## config.mk

```make
export PLATFORM = sky130hd
export DESIGN_NAME = prci_reset_seq
export DESIGN_NICKNAME = d
export VERILOG_FILES = /design/src/rtl/prci_reset_seq_pkg.sv /design/src/rtl/prci_reset_seq_sync.sv /design/src/rtl/prci_reset_seq.sv
export SDC_FILE = /design/constraint.sdc
export NUM_CORES = 1
export LEC_CHECK = 0
export CAP_MARGIN = 10
export CORE_MARGIN = 5
export CORE_UTILIZATION = 45
export CTS_CLUSTER_DIAMETER = 80
export DETAILED_ROUTE_END_ITERATION = 7
export HOLD_SLACK_MARGIN = 0.03
export PLACE_DENSITY = 0.71
export SLEW_MARGIN = 40
export SYNTH_ARGS = -nofsm -noshare
export SYNTH_HDL_FRONTEND = slang
export SYNTH_HIERARCHICAL = 1
export SYNTH_SLANG_ARGS = --single-unit
```

## constraint.sdc

```tcl
create_clock -name i_clk -period 6.3 [get_ports i_clk]
set_input_delay 1.26 -clock i_clk [delete_from_list [all_inputs] [get_ports i_clk]]
set_output_delay 1.26 -clock i_clk [all_outputs]
set_load 0.01 [all_outputs]
```

## src/rtl/prci_reset_seq_pkg.sv

```systemverilog
// ---------------------------------------------------------------------------
// prci_reset_seq_pkg
// Shared definitions for the PRCI reset sequencer. The APB status decode
// imports this package to interpret o_state.
//   state_e             : sequencer state type, 3-bit encoding
//   *_DEF               : default timing constants in i_clk cycles
//   st_*_up()           : which resets are released in a given state
// ---------------------------------------------------------------------------
package prci_reset_seq_pkg;

   typedef enum logic [2:0] {
      ST_IDLE       = 3'd0,
      ST_WAIT_LOCK  = 3'd1,
      ST_DBG_REL    = 3'd2,
      ST_DDR_REL    = 3'd3,
      ST_WAIT_CALIB = 3'd4,
      ST_RUN        = 3'd5,
      ST_DM_RST     = 3'd6
   } state_e;

   localparam logic [15:0] LOCK_WAIT_DEF     = 16'd64;
   localparam logic [15:0] DDR_DELAY_DEF     = 16'd16;
   localparam logic [15:0] CALIB_TIMEOUT_DEF = 16'hFFFF;
   localparam logic [15:0] DMI_HOLD_DEF      = 16'd8;

   // Debug domain is out of reset from DBG_REL onwards, including DM_RST.
   function automatic logic st_dbg_up(input state_e s);
      return (s == ST_DBG_REL) || (s == ST_DDR_REL) || (s == ST_WAIT_CALIB) ||
             (s == ST_RUN) || (s == ST_DM_RST);
   endfunction

   // DDR controller is out of reset from DDR_REL onwards, including DM_RST.
   function automatic logic st_ddr_up(input state_e s);
      return (s == ST_DDR_REL) || (s == ST_WAIT_CALIB) ||
             (s == ST_RUN) || (s == ST_DM_RST);
   endfunction

   // System domain runs only in RUN; DM_RST pulls it back down.
   function automatic logic st_sys_up(input state_e s);
      return (s == ST_RUN);
   endfunction

endpackage

```

## src/rtl/prci_reset_seq_sync.sv

```systemverilog
// ---------------------------------------------------------------------------
// prci_reset_seq_sync
// Generic 2-flop synchroniser with asynchronous active-low reset.
//   i_clk  : destination clock
//   i_nrst : asynchronous active-low reset, clears both flops
//   i_d    : asynchronous input level
//   o_q    : synchronised level, 2 cycles of latency
// ---------------------------------------------------------------------------
module prci_reset_seq_sync (
   input  logic i_clk,
   input  logic i_nrst,
   input  logic i_d,
   output logic o_q
);

   logic meta_q;
   logic sync_q;

   always_ff @(posedge i_clk or negedge i_nrst) begin
      if (!i_nrst) begin
         meta_q <= 1'b0;
         sync_q <= 1'b0;
      end else begin
         meta_q <= i_d;
         sync_q <= meta_q;
      end
   end

   assign o_q = sync_q;

endmodule

```

## src/rtl/prci_reset_seq.sv

```systemverilog
// ---------------------------------------------------------------------------
// prci_reset_seq
// Reset sequencer: releases debug, DDR and system resets in order once the
// PLL has been stably locked, waits for DDR calibration (with timeout) and
// handles debug-module reset requests and loss of lock.
//   i_clk            : reference clock (always running)
//   i_nrst           : power-on reset, asynchronous, active-low
//   i_pll_lock       : PLL locked (asynchronous, synchronised here)
//   i_dmireset       : debug-module reset request level (asynchronous)
//   i_ddr_calib_done : DDR calibration complete (DDR UI domain)
//   o_dbg_nrst       : debug-domain reset, active-low
//   o_ddr_nrst       : DDR controller reset, active-low
//   o_sys_nrst       : system reset, active-low
//   o_state          : current state encoding (state_e)
//   o_calib_timeout  : sticky, system released without calibration
// ---------------------------------------------------------------------------
module prci_reset_seq
   import prci_reset_seq_pkg::*;
#(
   parameter logic [15:0] LOCK_WAIT     = LOCK_WAIT_DEF,
   parameter logic [15:0] DDR_DELAY     = DDR_DELAY_DEF,
   parameter logic [15:0] CALIB_TIMEOUT = CALIB_TIMEOUT_DEF,
   parameter logic [15:0] DMI_HOLD      = DMI_HOLD_DEF
) (
   input  logic       i_clk,
   input  logic       i_nrst,
   input  logic       i_pll_lock,
   input  logic       i_dmireset,
   input  logic       i_ddr_calib_done,
   output logic       o_dbg_nrst,
   output logic       o_ddr_nrst,
   output logic       o_sys_nrst,
   output logic [2:0] o_state,
   output logic       o_calib_timeout
);

   // Bit 0: lock, bit 1: dmi request, bit 2: calibration done.
   logic [2:0] async_in;
   logic [2:0] sync_out;
   logic       lock_s;
   logic       dmi_s;
   logic       calib_s;

   assign async_in = {i_ddr_calib_done, i_dmireset, i_pll_lock};

   for (genvar gi = 0; gi < 3; gi++) begin : g_sync
      prci_reset_seq_sync u_sync (
         .i_clk  (i_clk),
         .i_nrst (i_nrst),
         .i_d    (async_in[gi]),
         .o_q    (sync_out[gi])
      );
   end

   assign lock_s  = sync_out[0];
   assign dmi_s   = sync_out[1];
   assign calib_s = sync_out[2];

   state_e      state_q, state_d;
   logic [15:0] cnt_q, cnt_d;
   logic        timeout_q, timeout_d;
   logic        dbg_q, ddr_q, sys_q;
   logic        cnt_zero;
   logic        lock_guarded;

   assign cnt_zero = (cnt_q == 16'd0);

   // States in which a drop of lock restarts the sequence.
   assign lock_guarded = (state_q == ST_DBG_REL) || (state_q == ST_DDR_REL) ||
                         (state_q == ST_WAIT_CALIB) || (state_q == ST_RUN) ||
                         (state_q == ST_DM_RST);

   always_comb begin
      state_d   = state_q;
      cnt_d     = cnt_q;
      timeout_d = timeout_q;

      case (state_q)
         ST_IDLE: begin
            state_d = ST_WAIT_LOCK;
            cnt_d   = LOCK_WAIT - 16'd1;
         end
         ST_WAIT_LOCK: begin
            if (!lock_s) begin
               // Any unlocked cycle restarts the stability window.
               cnt_d = LOCK_WAIT - 16'd1;
            end else if (cnt_zero) begin
               state_d = ST_DBG_REL;
               cnt_d   = DDR_DELAY - 16'd1;
            end else begin
               cnt_d = cnt_q - 16'd1;
            end
         end
         ST_DBG_REL: begin
            if (cnt_zero) begin
               state_d = ST_DDR_REL;
            end else begin
               cnt_d = cnt_q - 16'd1;
            end
         end
         ST_DDR_REL: begin
            state_d = ST_WAIT_CALIB;
            cnt_d   = CALIB_TIMEOUT;
         end
         ST_WAIT_CALIB: begin
            if (calib_s) begin
               state_d = ST_RUN;
            end else if (cnt_zero) begin
               state_d   = ST_RUN;
               timeout_d = 1'b1;
            end else begin
               cnt_d = cnt_q - 16'd1;
            end
         end
         ST_RUN: begin
            if (dmi_s) begin
               state_d = ST_DM_RST;
               cnt_d   = DMI_HOLD - 16'd1;
            end
         end
         ST_DM_RST: begin
            // Minimum hold runs out first; a still-active request extends it.
            if (!cnt_zero) begin
               cnt_d = cnt_q - 16'd1;
            end else if (!dmi_s) begin
               state_d = ST_RUN;
            end
         end
         default: begin
            state_d = ST_IDLE;
            cnt_d   = 16'd0;
         end
      endcase

      // Lock loss overrides every other transition.
      if (lock_guarded && !lock_s) begin
         state_d = ST_WAIT_LOCK;
         cnt_d   = LOCK_WAIT - 16'd1;
      end
   end

   // Reset outputs are decoded from the next state so that each flop changes
   // on the same edge as the state it belongs to.
   always_ff @(posedge i_clk or negedge i_nrst) begin
      if (!i_nrst) begin
         state_q   <= ST_IDLE;
         cnt_q     <= 16'd0;
         timeout_q <= 1'b0;
         dbg_q     <= 1'b0;
         ddr_q     <= 1'b0;
         sys_q     <= 1'b0;
      end else begin
         state_q   <= state_d;
         cnt_q     <= cnt_d;
         timeout_q <= timeout_d;
         dbg_q     <= st_dbg_up(state_d);
         ddr_q     <= st_ddr_up(state_d);
         sys_q     <= st_sys_up(state_d);
      end
   end

   assign o_dbg_nrst      = dbg_q;
   assign o_ddr_nrst      = ddr_q;
   assign o_sys_nrst      = sys_q;
   assign o_state         = state_q;
   assign o_calib_timeout = timeout_q;

endmodule
```

After elaboration in Yosys (flattened, before gate mapping)
Index checks and enable logic that the tools add are counted.
{"block": "classes", "mux": 17, "n_addsub": 1, "n_bitwise": 1, "n_eq_ne": 13, "n_reduce_logical": 18}
{"op": "16-bit 2-to-1 mux", "count": 6}
{"op": "16-bit one-hot mux with 6 select lines", "count": 1}
{"op": "3-bit 2-to-1 mux", "count": 9}
{"op": "3-bit one-hot mux with 7 select lines", "count": 1}
{"op": "3-bit equality test (second input constant)", "count": 6}
{"op": "16-bit logical NOT", "count": 1}
{"op": "16-bit by 1-bit subtractor with 16-bit output (second input constant)", "count": 1}
{"op": "3-bit by 2-bit equality test with 1-bit output (second input constant)", "count": 4}
{"op": "1-bit logical OR", "count": 11}
{"op": "3-bit by 1-bit equality test with 1-bit output (second input constant)", "count": 1}
{"op": "3-bit logical NOT", "count": 1}
{"op": "3-bit by 1-bit != test with 1-bit output (second input constant)", "count": 1}
{"op": "3-bit != test (second input constant)", "count": 1}
{"op": "3-bit AND reduction", "count": 1}
{"op": "2-bit AND reduction", "count": 1}
{"op": "2-bit OR reduction", "count": 1}
{"op": "1-bit logical AND", "count": 1}
{"op": "1-bit logical NOT", "count": 1}
{"op": "1-bit inverter", "count": 1}
{"block": "totals", "input_bits": 5, "reg_bits": 29, "output_inout_bits": 7, "elab_cells": 62}

Logic depth before layout (Yosys ltp)
Gate-level depths: netlist of run 1.
{"block": "depth", "depth_word": 12, "ltp_mapped": 8, "mapped_depth_nobuf": 7}

By module
The synthesis of run 1 kept the hierarchy.
{"mod": "prci_reset_seq", "area_per_inst_um2": 1609.0, "cells_each": 186, "seq_area_each_um2": 575.6, "n_inst": 1}
{"mod": "prci_reset_seq_sync", "area_per_inst_um2": 50.0, "cells_each": 2, "seq_area_each_um2": 50.0, "n_inst": 3}

Least setup slack after synthesis of run 1
OpenSTA, ideal clock, no wires.
{"block": "synth_path", "path_type": "reg2reg", "start": "register cnt_q[0]", "end": "register cnt_q[0]", "stages_incl_launch_ff": 9, "setup_time_ns": 0.086, "required_time_ns": 6.214, "slack_ns": 4.283, "arrival_time_ns": 1.931, "synth_period_minus_slack_ns": 2.017, "n_path_buf": 1, "path_cell_list": "dfrtp_1 > inv_1 > ha_1 > nor3b_4 > nand4_4 > o41ai_4 > buf_4 > nor2_1 > a32oi_1"}
{"block": "synth_via", "elab_chain_cells": 5, "elab_cells_between_ends": 8, "cone_classes": "add/sub (1); mux (6); reduce/logical (1)"}
{"item": "from (decl)", "line": "prci_reset_seq.sv:60", "source": "logic [15:0] cnt_q, cnt_d;"}
{"item": "from (signal assigned)", "line": "prci_reset_seq.sv:154", "source": "cnt_q <= cnt_d;"}
{"item": "16-bit by 1-bit subtractor with 16-bit output / 16-bit logical NOT (equally long branches)"}
{"item": "16-bit 2-to-1 mux, on equally long branches"}
{"item": "16-bit 2-to-1 mux, on equally long branches", "line": "prci_reset_seq.sv:106, prci_reset_seq.sv:84"}
{"item": "16-bit one-hot mux with 6 select lines (*)", "line": "prci_reset_seq.sv:78", "source": "case (state_q)"}
{"item": "16-bit 2-to-1 mux (*)", "line": "prci_reset_seq.sv:136", "source": "if (lock_guarded && !lock_s) begin"}
Mark *: on every way between the ends. The rest lies on a longest branch, timed or not. The select of a mux whose other input is x is not followed.
A chain may end at the register's enable or synchronous reset.

Worst setup path after layout of run 1
{"block": "layout_path", "start": "register state_q[0] (netlist: o_state[0])", "end": "output o_state[0]"}
{"item": "from (decl)", "line": "prci_reset_seq.sv:59", "source": "state_e state_q, state_d;"}
{"item": "from (signal assigned)", "line": "prci_reset_seq.sv:153", "source": "state_q <= state_d;"}
{"item": "to (decl)", "line": "prci_reset_seq.sv:33", "source": "output logic [2:0] o_state,"}
No word-level cell between the ends.

==> impl_metrics.yaml, run 1 <==
routing:
  drc: 0
  drt_iter0_markers: 119
  wl_per_cell_microns: 14.35
  routed_via_density: 5.889
  drtPass1Iterations: 4
  drt_wl_total_mm: 3.631
  vias: 1490
  antenna_left: 0
global_route:
  globalRouteTotalUtil: 0.1535
  grt_max_degree: 30
  grt_pass1_wl_mm: 6.430
  antenna_found_initial: 0
  grt_pass1_vias: 1431
  grt-ovfl-total: 0
floorplan:
  rows: 22
  die_width_microns: 72.53
  io_pins: 12
  core_sq_um: 3716
  dieArea_sq_um: 5260
  chipHeight_microns: 72.53
  start_util: 0.4734
logic_synthesis:
  async_reset_ff_frac: 1.000
  syn_area_per_cell_sq_um: 9.162
  syn_nets: 198
  yosysTopAreaCell: "dfrtp_1"
  yosys_warnings: 6
  synth_enable_flop_cells: 0
  synth.area.top_cells: "dfrtp_1 41%, nor2_1 4.1%, nand2_1 3.8%, nand3_1 3.7%, o21ai_0 2.6%"
  ys_seq_area_frac: 0.4125
  synth_top_area_frac: 0.4125
  synthFlopType: "dfrtp_1"
  synth_area_sq_um: 1759
  synth_cell_type_count: 58
  syn_inst: 192
  ys_seq_elements: 29
power:
  peakVddDrop_mv: 0.1378
  power_leakage_nw: 0.8208
  powerDensity_nw_per_um2: 177.1
run:
  cap_viol_max_count: 0
worst_setup_path:
  critPathBufInv: 1
  cp-start-kind: "flip-flop"
  cp.arrival_ns: 1.72
  crit_path_cell_trace: "clkdlybuf4s50_1"
  cp.required_ns: 5.04
  crit_path_end_kind: "output pin"
  slowest_stage: "dfrtp_1"
  rrSetupSlack_ns: 3.86
  cp_max_fo: 23
  path_class: "reg -> out"
  cpLargestDelayFamily: "flip-flops"
  cp_slowest_stage_delay_ns: 0.77
placement:
  place_hpwl_mm: 2.600
  dp_cells: 245
  place_congestion: 0.8663
  port_buffers: 11
clock_tree:
  cts_root_buf: "clkbuf_8"
  numCtsBuffers: 5
  cts-htree-levels: 2
  clock_sinks: 29
  clockBufferDepth: 2
  postCtsHoldBufs: 0
  clock_latency_ns: 0.28
  cts_tree: "built"
  post_cts_resized: 0
  postCtsSetupRepairBufs: 0
  clk_pin_slew_ns: 0.06
timing:
  maxSlewHeadroom: 0.5016
  fin_crit_ns: 2.978
  fin_crit_sh: 0.4726
  hold_viol_final: 0
  finalSetupViolations: 0
  whs_ns: 0.3495
  drv_slew: 0
  tightest_slew_ns: 0.7415
  setup_tns_ns: 0
  final.setup_skew_ns: 0.001366
  fmax_mhz: 335.8
  rsz0062_at_grt: "false"
worst_hold_path:
  min_path_type: "reg -> reg"
finish:
  nNetsFinal: 210
  area_growth_pct: 13.23
  n_antenna_cell: 0
  instances_no_fill: 253
  drive_gt1_frac: 0.1122
  final_util: 0.5360
run_status:
  outcome: "complete, no violations"
## where the power goes
part	total, mW	internal [mW]	switching [mW]
clock network	0.144	0.0763	0.0678
logic	0.0167	0.00665	0.0101
registers	0.192	0.190	0.00257
total	0.353	0.272	0.0804
## metal layers
metal	track usage	vias to the layer above	wire (microns)
li1	-	726	-
met1	0.1899	708	1537
met2	0.2535	51	1788
met3	0.04294	5	256
met4	0.05738	0	49
met5	0	-	0
## sequential cells by signal, summed over array words and instances, names as in the netlist
register and cells:
o_dbg_nrst 1, o_sys_nrst 1, cnt_q 16, o_state 3
o_calib_timeout 1, g_sync.u_sync/meta_q 3, o_ddr_nrst 1, g_sync.u_sync/o_q 3
## cell families after synthesis
group	after synthesis	share of synthesized area
DFF	29	0.4125
muxes	1	0.005690
buffers and inverters	15	0.03485
xor gates and xnor gates	4	0.01992
adders and majority gates	1	0.007111
AOI/OAI and AO/OA	52	0.2233
and+or+nand+nor	90	0.2966
## final cells by class
class	count	area, sq um
Fill cell	333	1724
Multi-Input combinational cell	148	972.2
Sequential cell	29	725.7
Timing Repair Buffer	13	125.1
Clock buffer	6	72.57
Tap cell	48	60.06
Inverter	7	26.28
Clock inverter	2	10.01
## stage by stage
| stage | power [mW] | setup WS (ns) | instance area (sq um) |
|---|---|---|---|
| after detailed placement | 0.2124 | 3.619 | 1909 |
| after global routing | 0.3710 | 3.176 | 1992 |
| after global placement | 0.2113 | 3.654 | 1909 |
| after CTS | 0.3582 | 3.310 | 1992 |
| after floorplan | 0.2030 | 4.283 | 1759 |
| final | 0.3528 | 3.322 | 1992 |
## layout by cell type (no fill, tap or decap), types with 3 or more instances in the layout
cell / instances
dfrtp_1: 29
or3_1: 3
o21ai_1: 8
o21ai_0: 9
nand4_1: 4
nor2b_1: 3
xnor2_1: 3
inv_1: 6
a21oi_1: 6
clkbuf_8: 5
nor4_1: 3
o21bai_1: 3
and2_1: 4
nor3_1: 5
nand2_1: 18
clkdlybuf4s50_1: 11
nor2_1: 19
nand2b_1: 5
nand3_1: 13
## path summary, 6_finish.rpt
kind	cells after the start	to	from
setup / recovery	1	o_state[0]	o_state[0]
hold / removal	0	g_sync[1].u_sync/o_q	g_sync[1].u_sync/meta_q
setup reg to reg	7	cnt_q[2]	cnt_q[0]
hold reg to reg	0	g_sync[1].u_sync/o_q	g_sync[1].u_sync/meta_q
max in group asynchronous	2	cnt_q[6]	i_nrst
min in group asynchronous	2	g_sync[0].u_sync/meta_q	i_nrst
## synthesized netlist by cell type (all sizes together), types with 2 or more instances
cell type  number
buf             4
or3             4
a21oi           6
o31ai           2
nor3            8
o21a            2
clkbuf          4
o31a            2
o311a           2
o41ai           2
nor3b           2
inv             6
and2            4
nand2b          5
nand4           5
nor4            4
xnor2           3
nand3          13
o21bai          3
dfrtp          29
o21ai          17
a31o            2
nor2b           3
nor2           20
nand2          18
o211ai          2
(Power assumes the default switching activity.)
==> run 2: changes to the inputs <==
PLACE_DENSITY = 0.73   (was 0.71)
clock period = 2.6 ns   (was 6.3 ns; I/O delays follow)
==> impl_metrics.yaml, run 2 (synthesis gave the netlist of run 1 again) <==
run_status:
  outcome: "complete, no violations"
floorplan:
  dieArea_sq_um: 5260
  rows: 22
  die_width_microns: 72.53
  start_util: 0.4734
  chipHeight_microns: 72.53
  io_pins: 12
  core_sq_um: 3716
routing:
  drt_wl_total_mm: 3.605
  wl_per_cell_microns: 14.03
  routed_via_density: 5.767
  vias: 1482
  drtPass1Iterations: 4
  antenna_left: 0
  drt_iter0_markers: 61
  drc: 0
timing:
  hold_viol_final: 0
  tightest_slew_ns: 0.7375
  finalSetupViolations: 0
  fin_ws_ns: 0.3121
  fin_crit_sh: 0.8800
  rsz0062_at_grt: "false"
  final.setup_skew_ns: 0.003413
  drv_slew: 0
  fmax_mhz: 437.1
  maxSlewHeadroom: 0.5083
  setup_tns_ns: 0
  fin_crit_ns: 2.288
worst_hold_path:
  hold_start: "g_sync[0].u_sync/meta_q"
  min_path_type: "reg -> reg"
  whs_path_depth: 0
  min_to: "g_sync[0].u_sync/o_q"
worst_setup_path:
  cpLargestDelayFamily: "flip-flops"
  cp.required_ns: 2.08
  cp-start-kind: "flip-flop"
  rrSetupSlack_ns: 0.42
  worst_r2r_path_depth: 7
  cp_slowest_stage_delay_ns: 0.82
  critPathBufInv: 1
  r2r_start: "cnt_q[0]"
  cp_max_fo: 23
  cp.arrival_ns: 1.77
  crit_path_cell_trace: "clkdlybuf4s50_1"
  r2r-end: "cnt_q[2]"
  slowest_stage: "dfrtp_1"
  path_class: "reg -> out"
  crit_path_end_kind: "output pin"
finish:
  nFillCells: 345
  top_register: "cnt_q"
  final_common_cell: "dfrtp_1"
  final_cell_mix: "29 x dfrtp_1, 19 x nor2_1, 18 x nand2_1, 13 x nand3_1, 11 x clkdlybuf4s50_1"
  area_growth_pct: 15.15
  instances_no_fill: 257
  drive_gt1_frac: 0.1340
  largest_reg_flops: 16
  nNetsFinal: 214
  n_antenna_cell: 0
placement:
  post-place-ws_ns: 0.4267
  place_congestion: 0.8467
  port_buffers: 11
  dp_cells: 249
  place_hpwl_mm: 2.508
power:
  intPower_uw: 659.0
  p_seq_frac: 0.539
  power_frac_clock: 0.415
  peakVddDrop_mv: 0.4187
  powerDensity_nw_per_um2: 426.6
  p_switching_uw: 205.1
  power.share.combinational: 0.046
  power_leakage_nw: 0.8416
  swShare: 0.2374
  power_uw: 864.1
clock_tree:
  cts_root_buf: "clkbuf_8"
  postCtsSetupRepairBufs: 0
  cts_tree: "built"
  clock_sinks: 29
  clockBufferDepth: 2
  post_cts_resized: 0
  cts-htree-levels: 2
  clock_latency_ns: 0.28
  clk_pin_slew_ns: 0.06
  numCtsBuffers: 5
  postCtsHoldBufs: 0
global_route:
  globalRouteTotalUtil: 0.1499
  grt-ovfl-total: 0
  grt_pass1_wl_mm: 6.258
  grt_max_degree: 30
  grt_pass1_vias: 1396
  antenna_found_initial: 0
run:
  cap_viol_max_count: 0
-- run 2: area by class of cell --
class / count / area [sq um] / area share
tap: 48 / 60.06 / 0.02965
sequential: 29 / 725.7 / 0.3582
clock inverter: 3 / 17.52 / 0.008647
multi-input combinational: 148 / 972.2 / 0.4799
clock buffer: 5 / 68.82 / 0.03397
inverter: 7 / 26.28 / 0.01297
timing repair buffer: 17 / 155.1 / 0.07659
-- run 2: worst max-delay path by stage --
stage	from	endpoint	slack, ns	cells past startpoint
finish	o_state[0]	o_state[0]	0.31	1
global route	cnt_q[0]	cnt_q[2]	0.17	7
CTS	o_state[0]	o_state[0]	0.31	1
detailed placement	cnt_q[0]	cnt_q[2]	0.43	7
global placement	cnt_q[0]	cnt_q[2]	0.50	7
floorplan	cnt_q[0]	cnt_q[0]	0.58	8
-- run 2: per-layer routing --
| layer | vias up | GRT usage | part of all wire |
|---|---|---|---|
| li1 | 736 | - | - |
| met1 | 715 | 0.1957 | 0.49 |
| met2 | 25 | 0.2214 | 0.45 |
| met3 | 6 | 0.04986 | 0.043 |
| met4 | 0 | 0.07377 | 0.018 |
| met5 | - | 0 | 0 |
-- run 2: through the flow --
stage               utilization  cell area (sq um)  hold WS, ns
finish                   0.5451               2026       0.3524
global route             0.5451               2026       0.3714
CTS                      0.5451               2026       0.3560
detailed placement       0.5219               1939       0.3418
global placement         0.5219               1939       0.3318
floorplan                     -               1759       0.2244
-- run 2: power by group through the flow --
stage | sequential [mW] | combinational, mW | clock, mW
2_1_floorplan | 0.472 | 0.0197 | 0
3_5_place_dp | 0.474 | 0.0409 | 0
4_1_cts | 0.465 | 0.0409 | 0.370
6_report | 0.465 | 0.0401 | 0.359
3_3_place_gp | 0.473 | 0.0405 | 0
5_1_grt | 0.466 | 0.0465 | 0.391
